### src/rtl/gc_pkg.sv
// Shared Global Controller definitions: FSM encoding, default widths and vector packing.
// Packed vectors hold dimension x at [x*W +: W], dimension 0 in the leftmost bits.
package gc_pkg;

    localparam int unsigned DefaultIvarWidth = 16;
    localparam int unsigned DefaultDimension = 3;

    typedef logic [1:0] gc_state_t;

    localparam gc_state_t StIdle  = 2'd0;
    localparam gc_state_t StRun   = 2'd1;
    localparam gc_state_t StFlush = 2'd2;

    // Bit offset of dimension `dim` inside a packed iteration vector.
    function automatic int unsigned ivar_offset(input int unsigned dim, input int unsigned width);
        return dim * width;
    endfunction

endpackage

### src/rtl/iteration_digit.sv
// One dimension of the iteration counter: value register, bound compare, carry and wrap pulse.
// Carry ripples from the innermost digit outward; a digit at its bound reloads and passes it on.
module iteration_digit #(
    parameter int unsigned WIDTH = 16
) (
    input  logic             clk,
    input  logic             rst,
    input  logic             load,
    input  logic [WIDTH-1:0] load_value,
    input  logic [WIDTH-1:0] lower,
    input  logic [WIDTH-1:0] upper,
    input  logic             carry_in,
    output logic [WIDTH-1:0] value,
    output logic             at_bound,
    output logic             carry_out,
    output logic             wrap
);

    logic [WIDTH-1:0] value_q;
    logic             wrap_q;

    assign at_bound  = (value_q == upper);
    assign carry_out = carry_in & at_bound;
    assign value     = value_q;
    assign wrap      = wrap_q;

    always_ff @(posedge clk) begin
        if (rst) begin
            value_q <= '0;
            wrap_q  <= 1'b0;
        end else begin
            wrap_q <= 1'b0;
            if (load) begin
                value_q <= load_value;
            end else if (carry_in) begin
                if (at_bound) begin
                    value_q <= lower;
                    wrap_q  <= 1'b1;
                end else begin
                    // Only reached below the bound, so this cannot overflow.
                    value_q <= value_q + {{(WIDTH-1){1'b0}}, 1'b1};
                end
            end
        end
    end

endmodule

### src/rtl/iteration_vector_counter.sv
// Multi-dimensional lexicographic loop counter; dimension DIMENSION-1 is innermost.
// Optional macro ITERATION_VECTOR_LOWER_BOUND_EN adds a latched lower_bounds port.
module iteration_vector_counter
    import gc_pkg::*;
#(
    parameter int unsigned ITERATION_VARIABLE_WIDTH = DefaultIvarWidth,
    parameter int unsigned DIMENSION                = DefaultDimension
) (
    input  logic                                          clk,
    input  logic                                          rst,
    input  logic                                          start,
    input  logic                                          step,
    input  logic [0:DIMENSION*ITERATION_VARIABLE_WIDTH-1] upper_bounds,
`ifdef ITERATION_VECTOR_LOWER_BOUND_EN
    input  logic [0:DIMENSION*ITERATION_VARIABLE_WIDTH-1] lower_bounds,
`endif
    output logic [0:DIMENSION*ITERATION_VARIABLE_WIDTH-1] ivar_out,
    output logic                                          valid,
    output logic                                          last,
    output logic [DIMENSION-1:0]                          wrap,
    output logic                                          busy,
    output logic                                          done
);

    localparam int unsigned W = ITERATION_VARIABLE_WIDTH;
    localparam int unsigned D = DIMENSION;

    gc_state_t      state_q, state_d;
    logic [0:D*W-1] upper_q;
    logic [0:D*W-1] lower_q;
    logic [0:D*W-1] lower_in;
    logic [D-1:0]   at_bound;
    logic [D:0]     carry;
    logic           all_at_bound;
    logic           empty;
    logic           load_bounds;
    logic           load_ivar;
    logic           advance;
    logic           unused_carry;

`ifdef ITERATION_VECTOR_LOWER_BOUND_EN
    assign lower_in = lower_bounds;

    always_ff @(posedge clk) begin
        if (rst) begin
            lower_q <= '0;
        end else if (load_bounds) begin
            lower_q <= lower_bounds;
        end
    end
`else
    assign lower_in = '0;
    assign lower_q  = '0;
`endif

    always_comb begin
        empty = 1'b0;
        for (int unsigned x = 0; x < D; x++) begin
            if ($signed(upper_bounds[ivar_offset(x, W) +: W]) <
                $signed(lower_in[ivar_offset(x, W) +: W])) begin
                empty = 1'b1;
            end
        end
    end

    always_comb begin
        state_d = state_q;
        case (state_q)
            StIdle:  if (start) state_d = empty ? StFlush : StRun;
            StRun:   if (step && all_at_bound) state_d = StFlush;
            StFlush: state_d = StIdle;
            default: state_d = StIdle;
        endcase
    end

    always_ff @(posedge clk) begin
        if (rst) begin
            state_q <= StIdle;
            upper_q <= '0;
        end else begin
            state_q <= state_d;
            if (load_bounds) begin
                upper_q <= upper_bounds;
            end
        end
    end

    assign all_at_bound = &at_bound;
    assign valid        = (state_q == StRun);
    assign busy         = valid;
    assign done         = (state_q == StFlush);
    assign last         = valid & all_at_bound;
    assign load_bounds  = (state_q == StIdle) & start;
    assign load_ivar    = load_bounds & ~empty;
    // The final step must not wrap anything: ivar_out holds the last vector.
    assign advance      = valid & step & ~all_at_bound;
    assign carry[D]     = advance;
    assign unused_carry = carry[0];

    for (genvar x = 0; x < D; x++) begin : g_digit
        iteration_digit #(
            .WIDTH(W)
        ) u_digit (
            .clk       (clk),
            .rst       (rst),
            .load      (load_ivar),
            .load_value(lower_in[x*W +: W]),
            .lower     (lower_q[x*W +: W]),
            .upper     (upper_q[x*W +: W]),
            .carry_in  (carry[x+1]),
            .value     (ivar_out[x*W +: W]),
            .at_bound  (at_bound[x]),
            .carry_out (carry[x]),
            .wrap      (wrap[D-1-x])
        );
    end

endmodule
### config.mk
export PLATFORM = sky130hd
export DESIGN_NAME = iteration_vector_counter
export DESIGN_NICKNAME = d
export VERILOG_FILES = /design/src/rtl/gc_pkg.sv /design/src/rtl/iteration_digit.sv /design/src/rtl/iteration_vector_counter.sv
export SDC_FILE = /design/constraint.sdc
export NUM_CORES = 1
export LEC_CHECK = 0
export CAP_MARGIN = 10
export CELL_PAD_IN_SITES_DETAIL_PLACEMENT = 0
export CELL_PAD_IN_SITES_GLOBAL_PLACEMENT = 1
export CORE_MARGIN = 1.5
export CORE_UTILIZATION = 37
export DETAILED_ROUTE_END_ITERATION = 8
export HOLD_SLACK_MARGIN = 0.03
export MAX_ROUTING_LAYER = met4
export PLACE_DENSITY = 0.85
export REMOVE_ABC_BUFFERS = 1
export SLEW_MARGIN = 20
export SYNTH_ARGS = -nofsm -noshare
export SYNTH_HDL_FRONTEND = slang
export SYNTH_SLANG_ARGS = --single-unit
### constraint.sdc
create_clock -name clk -period 2.4 [get_ports clk]
set_input_delay 0.48 -clock clk [delete_from_list [all_inputs] [get_ports clk]]
set_output_delay 0.48 -clock clk [all_outputs]
set_load 0.05 [all_outputs]
==> Word-level counts from Yosys, hierarchy flattened <==
Cells that the tools add are included.
{ "totals": {"regBits": 101, "wordCells": 54} }
{ "classes": {"add_sub_neg": 3, "n_lt_le_gt_ge": 3, "n_eq_ne": 7, "muxes": 13, "n_bitwise": 12, "reduce_logical": 8} }
{ "ops": {"columns": ["operator", "n"], "rows": [
  ["adder 16 x 1 -> 16 bit, second input constant", 3],
  ["== test 16 bit", 3],
  ["less-than comparator 16 x 1 -> 1 bit, second input constant", 3],
  ["two-way mux 16 bit", 3],
  ["OR reduction 3 bit", 3],
  ["AND 1 bit", 7],
  ["two-way mux 1 bit", 6],
  ["two-way mux 2 bit", 3],
  ["NOT 1 bit", 5],
  ["one-hot mux 2 bit (2 select lines)", 1],
  ["AND reduction 3 bit", 1],
  ["== test 2 x 1 -> 1 bit, second input constant", 1],
  ["== test 2 bit, second input constant", 1],
  ["zero test 2 bit", 1],
  ["inequality test 2 x 1 -> 1 bit, second input constant", 1],
  ["inequality test 2 bit, second input constant", 1],
  ["AND reduction 2 bit", 1],
  ["OR reduction 2 bit", 1],
  ["logical AND 1 bit", 1]
]} }

==> Logic depth before layout (Yosys ltp) <==
Gate-level depths: netlist of the first run.
{ "depth": {"ltp_word": 8, "ltp_mapped": 10} }

==> Modules after synthesis <==
A second synthesis of the first run with hierarchy kept.
{ "unflattened": {"cells_unflattened": 731, "hier_area_um2": 6602.6} }
{ "by_module_without_submodules": {"columns": ["mod", "instances", "cells_each", "area_per_inst_um2", "seq_area_each_um2"], "rows": [
  ["iteration_digit", 3, 168, 1437.6, 340.3],
  ["iteration_vector_counter", 1, 227, 2289.7, 1001.0]
]} }

==> Least setup slack after synthesis of the first run <==
Ideal clock, no wire load.
{ "synth_path": {"path_kind": "reg-to-output", "from": "reg g_digit[1].u_digit.value_q[7]", "to": "out last", "arrival_time_ps": 2405, "path_slack_ps": -485, "path_stages_with_launch": 7, "path_buffers": 1, "cell_sequence": "dfxtp_1 -> xnor2_1 -> nand4_1 -> or4_4 -> buf_2 -> nor3_1 -> and2_1"} }
{ "synth_between": {"elab_chain_cells": 3} }
{ "synth_lines": {"columns": ["element", "line_no", "source"], "rows": [
  ["start: declaration", "iteration_digit.sv:19", "logic [WIDTH-1:0] value_q;"],
  ["start signal: assignment", "iteration_digit.sv:34", "value_q <= load_value;"],
  ["start signal: assignment", "iteration_digit.sv:37", "value_q <= lower;"],
  ["start signal: assignment", "iteration_digit.sv:41", "value_q <= value_q + {{(WIDTH-1){1'b0}}, 1'b1};"],
  ["== test 16 bit", "iteration_digit.sv:22", "assign at_bound = (value_q == upper);"],
  ["AND reduction 3 bit", "iteration_vector_counter.sv:88", "assign all_at_bound = &at_bound;"],
  ["AND 1 bit", "iteration_vector_counter.sv:92", "assign last = valid & all_at_bound;"],
  ["end: declaration", "iteration_vector_counter.sv:19", "output logic last,"]
]} }
No other way between the ends.

==> Worst setup path after layout of the first run <==
{ "layout_path": {"from": "reg g_digit[0].u_digit.value_q[13]", "to": "out last"} }
{ "layout_between": {"elab_chain_cells": 3} }
{ "layout_lines": {"columns": ["element", "line_no"], "rows": [
  ["start: declaration", "iteration_digit.sv:19"],
  ["start signal: assignment", "iteration_digit.sv:34"],
  ["start signal: assignment", "iteration_digit.sv:37"],
  ["start signal: assignment", "iteration_digit.sv:41"],
  ["== test 16 bit", "iteration_digit.sv:22"],
  ["AND reduction 3 bit", "iteration_vector_counter.sv:88"],
  ["AND 1 bit", "iteration_vector_counter.sv:92"]
]} }
No other way between the ends.

==> results of run 1 <==
-- cell families (layout without fill, tap and decap cells) --
group                    after synthesis  count (layout)
AO/OA/AOI/OAI                        132             132
XOR/XNOR                              51              51
multiplexers                           6               6
flip-flops                           101             101
buffers and inverters                 46             213
AND/OR/NAND/NOR                      259             260
adder cells (fa/ha/maj)                3               3
other                                  1               1
-- cell usage in the layout (no fill, tap or decap), types with 2 or more instances in the layout --
cell type / instances
nor2b_1: 2
clkbuf_16: 9
xnor2_1: 17
and3_1: 9
ha_1: 3
buf_4: 84
clkbuf_1: 2
dfxtp_2: 4
o21ai_0: 18
clkbuf_8: 3
nand3b_1: 3
nor4_4: 2
xor2_1: 33
nor3_1: 4
clkdlybuf4s50_1: 102
buf_12: 4
a21oi_1: 86
nor4_2: 7
nand4_1: 12
o31ai_1: 19
or3b_2: 2
nand2_1: 121
mux2i_1: 6
nor4_1: 5
nand4_4: 2
a31oi_1: 4
or3_1: 10
or3b_1: 4
dfxtp_1: 97
and2_1: 6
nor2_1: 22
inv_1: 6
or4_1: 20
nand3_1: 21
-- flip-flops by register name, summed over array words and instances, names as in the netlist --
signal,cells
state_q,2
g_digit.u_digit.value,48
g_digit.u_digit.wrap,3
upper_q,48
-- stage by stage --
stage | util [%] | instance area, um^2
finish | 55.01 | 6998
global route | 55.01 | 6998
CTS | 54.69 | 6958
detailed placement | 51.94 | 6608
global placement | 51.94 | 6608
floorplan | - | 4673
-- final cells by class --
class	instances	area (um^2)	area share [%]
multi-input cells	453	2714	38.78
flip-flops and latches	101	2027	28.96
repair buffers	191	1737	24.82
clock buffers	14	274.0	3.916
well taps	172	215.2	3.075
inverters	7	26.28	0.3755
clock inverters	1	5.005	0.07152
-- power groups by stage --
stage               registers, uW  logic [uW]  clock network, uW
floorplan                    1800         228                  0
global placement             1800         468                  0
detailed placement           1810         478                  0
CTS                          1770         504               1420
global route                 1770         557               1480
finish                       1770         513               1400
-- routing by layer --
metal	global-route usage (%)	part of all wire (%)	vias up
li1	-	-	2440
met1	26.25	45	2338
met2	34.52	48	154
met3	4.070	5.2	20
met4	7.241	1.9	0
met5	-	0	-
-- critical path, cell delays in order (launching register included) --
cell and delay (ns):
dfxtp_1 0.33, xor2_1 0.17, nor4_2 0.32, buf_4 0.17
nand4_1 0.18, nor3_4 0.23, and2_4 0.19, buf_12 0.13
-- worst max path at each step --
stage	slack, ns	to	startpoint
floorplan	-0.99	upper_q[0]$_SDFFE_PP0P_	start
global placement	-0.04	g_digit[2].u_digit.value[15]$_SDFFE_PP0N_	step
detailed placement	-0.08	g_digit[0].u_digit.value[15]$_SDFFE_PP0P_	upper_q[24]$_SDFFE_PP0P_
CTS	-0.17	last	upper_q[4]$_SDFFE_PP0P_
global route	-0.24	last	upper_q[46]$_SDFFE_PP0P_
finish	-0.16	last	g_digit[0].u_digit.value[13]$_SDFFE_PP0P_
-- repair_timing --
action / CTS / global route
resized for setup: 9 / 7
endpoints found under the setup margin: 12 / 29
pin swaps: 7 / 4
endpoints found under the hold margin: 0 / 0
setup buffers: 3 / 0
cloned: 1 / 0
==> impl_metrics.csv, run 1 <==
group,metric,value,unit
status,status,"finished, violations left",
status,violations,"setup timing",
critical_path,worstReg2RegEnd,"g_digit[0].u_digit.value[15]$_SDFFE_PP0P_",
clock_tree,cts_buffer_depth,2,
sta,finalCriticalPeriod,2.559,ns
routing,wl,14.25,mm
placement,place_hpwl,10.32,mm
logic_synthesis,synthCells,599,
power,powerDensity,525.9,mW/mm^2
power,comb_power_share,13.9,%
power,p_leak,0.002680,uW
routing,vias,4952,
routing,firstDrtPassIters,4,
logic_synthesis,ys_seq_area_share,41.62,%
sta,holdWs,0.4681,ns
logic_synthesis,yosys.area_share.xor_xnor,9.194,%
clock_tree,numClockSinks,101,
placement,io_buffers,106,
routing,wl_per_cell,15.18,um
hold_path,hold_path_end,"upper_q[7]$_SDFFE_PP0P_",
power,power.internal,2762,uW
grt,grt_start_max_net_pins,49,
grt,grt_pass1_wl,23.08,mm
sta,skew,0.009324,ns
critical_path,end_kind,"primary output",
finish,nNetsFinal,818,
die,num_rows,41,
sta,fin_ws,-0.1591,ns
clock_tree,htree_num_levels,3,
placement,dp_cells,920,
clock_tree,cts_tree,"done",
sta,finalSetupViolations,1,
clock_tree,root_buffer,"clkbuf_16",
finish,fillers,1210,
finish,finalNonFillerCells,939,
sta,fmax,390.8,MHz
power,power,3680,uW
finish,drive_gt1_share,16.56,%
finish,syn_to_final_growth,44.04,%
power,peakVddDrop,289.3,uV
logic_synthesis,ys_types,43,
die,die_area,0.01383,mm^2
critical_path,crit_required,1.92,ns
clock_tree,cts_hold_buf,0,
die,die_y,117.6,um
power,switching_share,24.94,%
hold_path,hold_path_depth,2,
sta,tns,-0.1591,ns
critical_path,cp-start-kind,"flop",
critical_path,critPathArrivalTime,2.08,ns
die,fp.dieW,117.6,um
logic_synthesis,synth_most_common_cell,"nand2_1",
logic_synthesis,synth-adder-area-share,0.7726,%
sta,hold_viol_final,0,
sta,slew_viol_final,0,
logic_synthesis,synth_top_family_by_area,"simple AND/OR/NAND/NOR gates",
sta,min_period_over_period,106.6,%
finish,antenna_cells,0,
logic_synthesis,netlist_top_cells_area,"dfxtp_1 42%, nand2_1 9.3%, a21oi_1 8.9%, xor2_1 5.9%, xnor2_1 3.2%",
routing,drt-initial-drc-count,305,
routing,ant_nets,0,
hold_path,hold_path.class,"flop to flop",
placement,gp_congestion,0.9179,
placement,dp_slack,-0.07607,ns
grt,antenna_found_initial,0,
die,start_util,38.19,%
sta,relSlewSlack,53.19,%
power,seq_power_share,48.1,%
logic_synthesis,synth_seq_cells,101,
job,maxCapViolCount,0,
logic_synthesis,synthTopCellsByCount,"121 x nand2_1, 101 x dfxtp_1, 86 x a21oi_1",
critical_path,r2r_start,"upper_q[46]$_SDFFE_PP0P_",
routing,vias_per_cell,5.274,
die,io_pins,107,
routing,drc,0,
hold_path,hp-start,"upper_q[7]$_SDFFE_PP0P_",
critical_path,r2r_slack,0.06,ns
logic_synthesis,synth_top_area_share,41.62,%
clock_tree,clk_latency,0.35,ns
critical_path,critical_path_class,"flop to primary output",
critical_path,path_max_fanout,2,
power,clockPowerShare,38.0,%
critical_path,worstRegToRegCells,7,
logic_synthesis,synthSimpleGateAreaFrac,27.68,%
power,power.switching,917.7,uW
logic_synthesis,ys_warn_count,0,
logic_synthesis,async_reset_ff_share,0,%
logic_synthesis,syn_area,0.004858,mm^2
logic_synthesis,synth_area_leader_cell,"dfxtp_1",
sta,tightest_slew,0.7022,ns
logic_synthesis,synthFlopType,"dfxtp_1",
grt,grt_pass1_vias,4765,
logic_synthesis,postSynthAreaPerCell,8.111,um^2
grt,grt.overflow.total,0,
die,core,0.01272,mm^2
grt,grt_usage,21.13,%
logic_synthesis,synth-compound-area-share,15.07,%
logic_synthesis,synthMuxAreaShare,1.236,%
sta,rsz0062_at_grt,"true",
clock_tree,cts_buffers,9,
logic_synthesis,synth_edf_count,0,
clock_tree,path_clk_slew,0.07,ns
Power figures use the tool's default switching activity.
==> inputs of run 2 (changes only) <==
--- a/config.mk
+++ b/config.mk
@@ -15,6 +15,7 @@
 export MAX_ROUTING_LAYER = met4
 export PLACE_DENSITY = 0.85
 export REMOVE_ABC_BUFFERS = 1
+export SETUP_SLACK_MARGIN = 0.5
 export SLEW_MARGIN = 20
 export SYNTH_ARGS = -nofsm -noshare
 export SYNTH_HDL_FRONTEND = slang
==> constraint.sdc (replaced) <==
create_clock -name clk -period 2.4 [get_ports clk]
set_input_delay 0.48 -clock clk [delete_from_list [all_inputs] [get_ports clk]]
set_output_delay 0.48 -clock clk [all_outputs]
set_load 0.1 [all_outputs]
==> impl_metrics.csv, run 2 (same netlist as run 1, synthesis figures left out) <==
group,metric,value,unit
clock_tree,cts_buffer_depth,2,
critical_path,cp-start-kind,"flop",
status,violations,"setup timing",
critical_path,worstReg2RegEnd,"g_digit[2].u_digit.value[12]$_SDFFE_PP0N_",
grt,antenna_found_initial,0,
finish,final_common_cell,"buf_4",
placement,dp_cells,922,
routing,vias,5128,
routing,drt-initial-drc-count,340,
clock_tree,root_buffer,"clkbuf_16",
critical_path,critPathArrivalTime,2.20,ns
placement,placed_cell_area,0.006518,mm^2
finish,nNetsFinal,846,
grt,grt_usage,22.90,%
sta,skew,0.009306,ns
critical_path,critical_path.slowest_cell,"nor4_2",
clock_tree,cts_tree,"done",
clock_tree,cts_buffers,9,
die,start_util,38.19,%
placement,place_hpwl,10.33,mm
grt,grt_pass1_wl,25.05,mm
critical_path,cp-startpoint,"g_digit[0].u_digit.value[14]$_SDFFE_PP0P_",
clock_tree,numClockSinks,101,
grt,grt_start_max_net_pins,49,
finish,final_cell_mix,"136 x buf_4, 118 x nand2_1, 75 x dfxtp_1, 64 x a21oi_1, 50 x clkdlybuf4s50_1",
finish,fillers,1121,
power,powerDensity,500.1,mW/mm^2
sta,slew_viol_final,0,
critical_path,r2r_start,"g_digit[0].u_digit.value[14]$_SDFFE_PP0P_",
die,core,0.01272,mm^2
placement,io_buffers,106,
die,fp.dieW,117.6,um
sta,fmax,372.7,MHz
sta,relSlewSlack,52.62,%
hold_path,hold_path_end,"upper_q[8]$_SDFFE_PP0P_",
sta,fin_ws,-0.2829,ns
sta,tightest_slew,0.7108,ns
finish,antenna_cells,0,
die,io_pins,107,
grt,grt_pass1_vias,5033,
clock_tree,htree_num_levels,3,
routing,ant_nets,0,
sta,hold_viol_final,0,
routing,wl,15.75,mm
finish,syn_to_final_growth,57.94,%
critical_path,critPathTopFamily,"simple AND/OR/NAND/NOR gates",
grt,grt.overflow.total,0,
finish,fin_util,60.32,%
finish,drive_gt1_share,38.66,%
critical_path,critPathBufInv,3,
finish,final_cell_area,0.007674,mm^2
critical_path,end_kind,"primary output",
power,peakVddDrop,323.6,uV
critical_path,cpPeakStageDelay,0.38,ns
critical_path,path_max_fanout,2,
grt,grtUsageMet1,28.36,%
routing,wl_per_cell,16.30,um
sta,rsz0062_at_grt,"true",
clock_tree,path_clk_slew,0.07,ns
finish,finalNonFillerCells,966,
power,p_leak,0.003021,uW
critical_path,worstRegToRegCells,13,
die,num_rows,41,
critical_path,r2r_slack,-0.13,ns
placement,gp_congestion,0.9515,
grt,top_usage_layer,"met2",
grt,met3_usage,3.634,%
routing,vias_per_cell,5.308,
die,die_area,0.01383,mm^2
hold_path,hp-start,"upper_q[8]$_SDFFE_PP0P_",
critical_path,critical_path_class,"flop to primary output",
sta,holdWs,0.4647,ns
critical_path,crit_required,1.92,ns
sta,min_period_over_period,111.8,%
sta,finalCriticalPeriod,2.683,ns
die,die_y,117.6,um
sta,finalSetupViolations,35,
hold_path,hold_path.class,"flop to flop",
job,maxCapViolCount,0,
routing,firstDrtPassIters,5,
clock_tree,clk_latency,0.35,ns
critical_path,crit_path_cell_trace,"xor2_1 > nor4_2 > buf_4 > nand4_1 > buf_6 > nor3_4 > and2_4 > buf_12",
hold_path,hold_path_depth,2,
routing,drc,0,
grt,met2_usage,36.99,%
status,status,"finished, violations left",
## run 2: power by group
group,leakage (uW),switching [uW],internal [uW],total [uW]
registers,0.000834,39.5,1730,1770
logic,0.00204,337,316,653
clock network,0.000144,611,804,1410
total,0.00302,987,2850,3840
## run 2: layout make-up
| cell class | instances | area, um^2 | share of cell area (%) |
|---|---|---|---|
| Clock buffer | 13 | 280.3 | 3.652 |
| Clock inverter | 1 | 5.005 | 0.06522 |
| Inverter | 7 | 26.28 | 0.3424 |
| Multi-Input combinational cell | 455 | 3146 | 40.99 |
| Sequential cell | 101 | 2057 | 26.81 |
| Tap cell | 172 | 215.2 | 2.804 |
| Timing Repair Buffer | 217 | 1944 | 25.34 |
## run 2: per-layer routing
layer  wire [um]  vias to the layer above
met3         766                       36
li1            -                     2505
met4         427                        0
met1        6805                     2428
met5           0                        -
met2        7749                      159
## run 2: tightest hold or removal path, cell delays in order (launching register included)
cell and delay (ns):
dfxtp_2 0.33, nand2_1 0.05, a21oi_1 0.05
## run 2: worst max-delay path by stage
stage	endpoint	slack, ns	depth (start not counted)
finish	last	-0.28	8
global route	last	-0.38	6
CTS	last	-0.26	6
detailed placement	g_digit[0].u_digit.value[9]$_SDFFE_PP0P_	-0.09	7
global placement	last	-0.01	7
floorplan	g_digit[2].u_digit.value[11]$_SDFFE_PP0N_	-2.48	5
## run 2: through the flow
step | power, uW | TNS, ns | worst slack (ns)
CTS | 3808 | -0.2557 | -0.2557
global placement | 2292 | -0.01170 | -0.01130
finish | 3838 | -2.924 | -0.2829
detailed placement | 2305 | -0.8859 | -0.08600
global route | 3968 | -5.133 | -0.3798
floorplan | 2043 | -160.31 | -2.477
## run 2: repair_timing
item | 4_1_cts | 5_1_grt
pin swaps | 74 | 42
gates resized for setup | 112 | 61
gates cloned | 5 | 0
hold buffers | 0 | 0
endpoints found under the setup margin | 53 | 55
setup buffers | 16 | 9
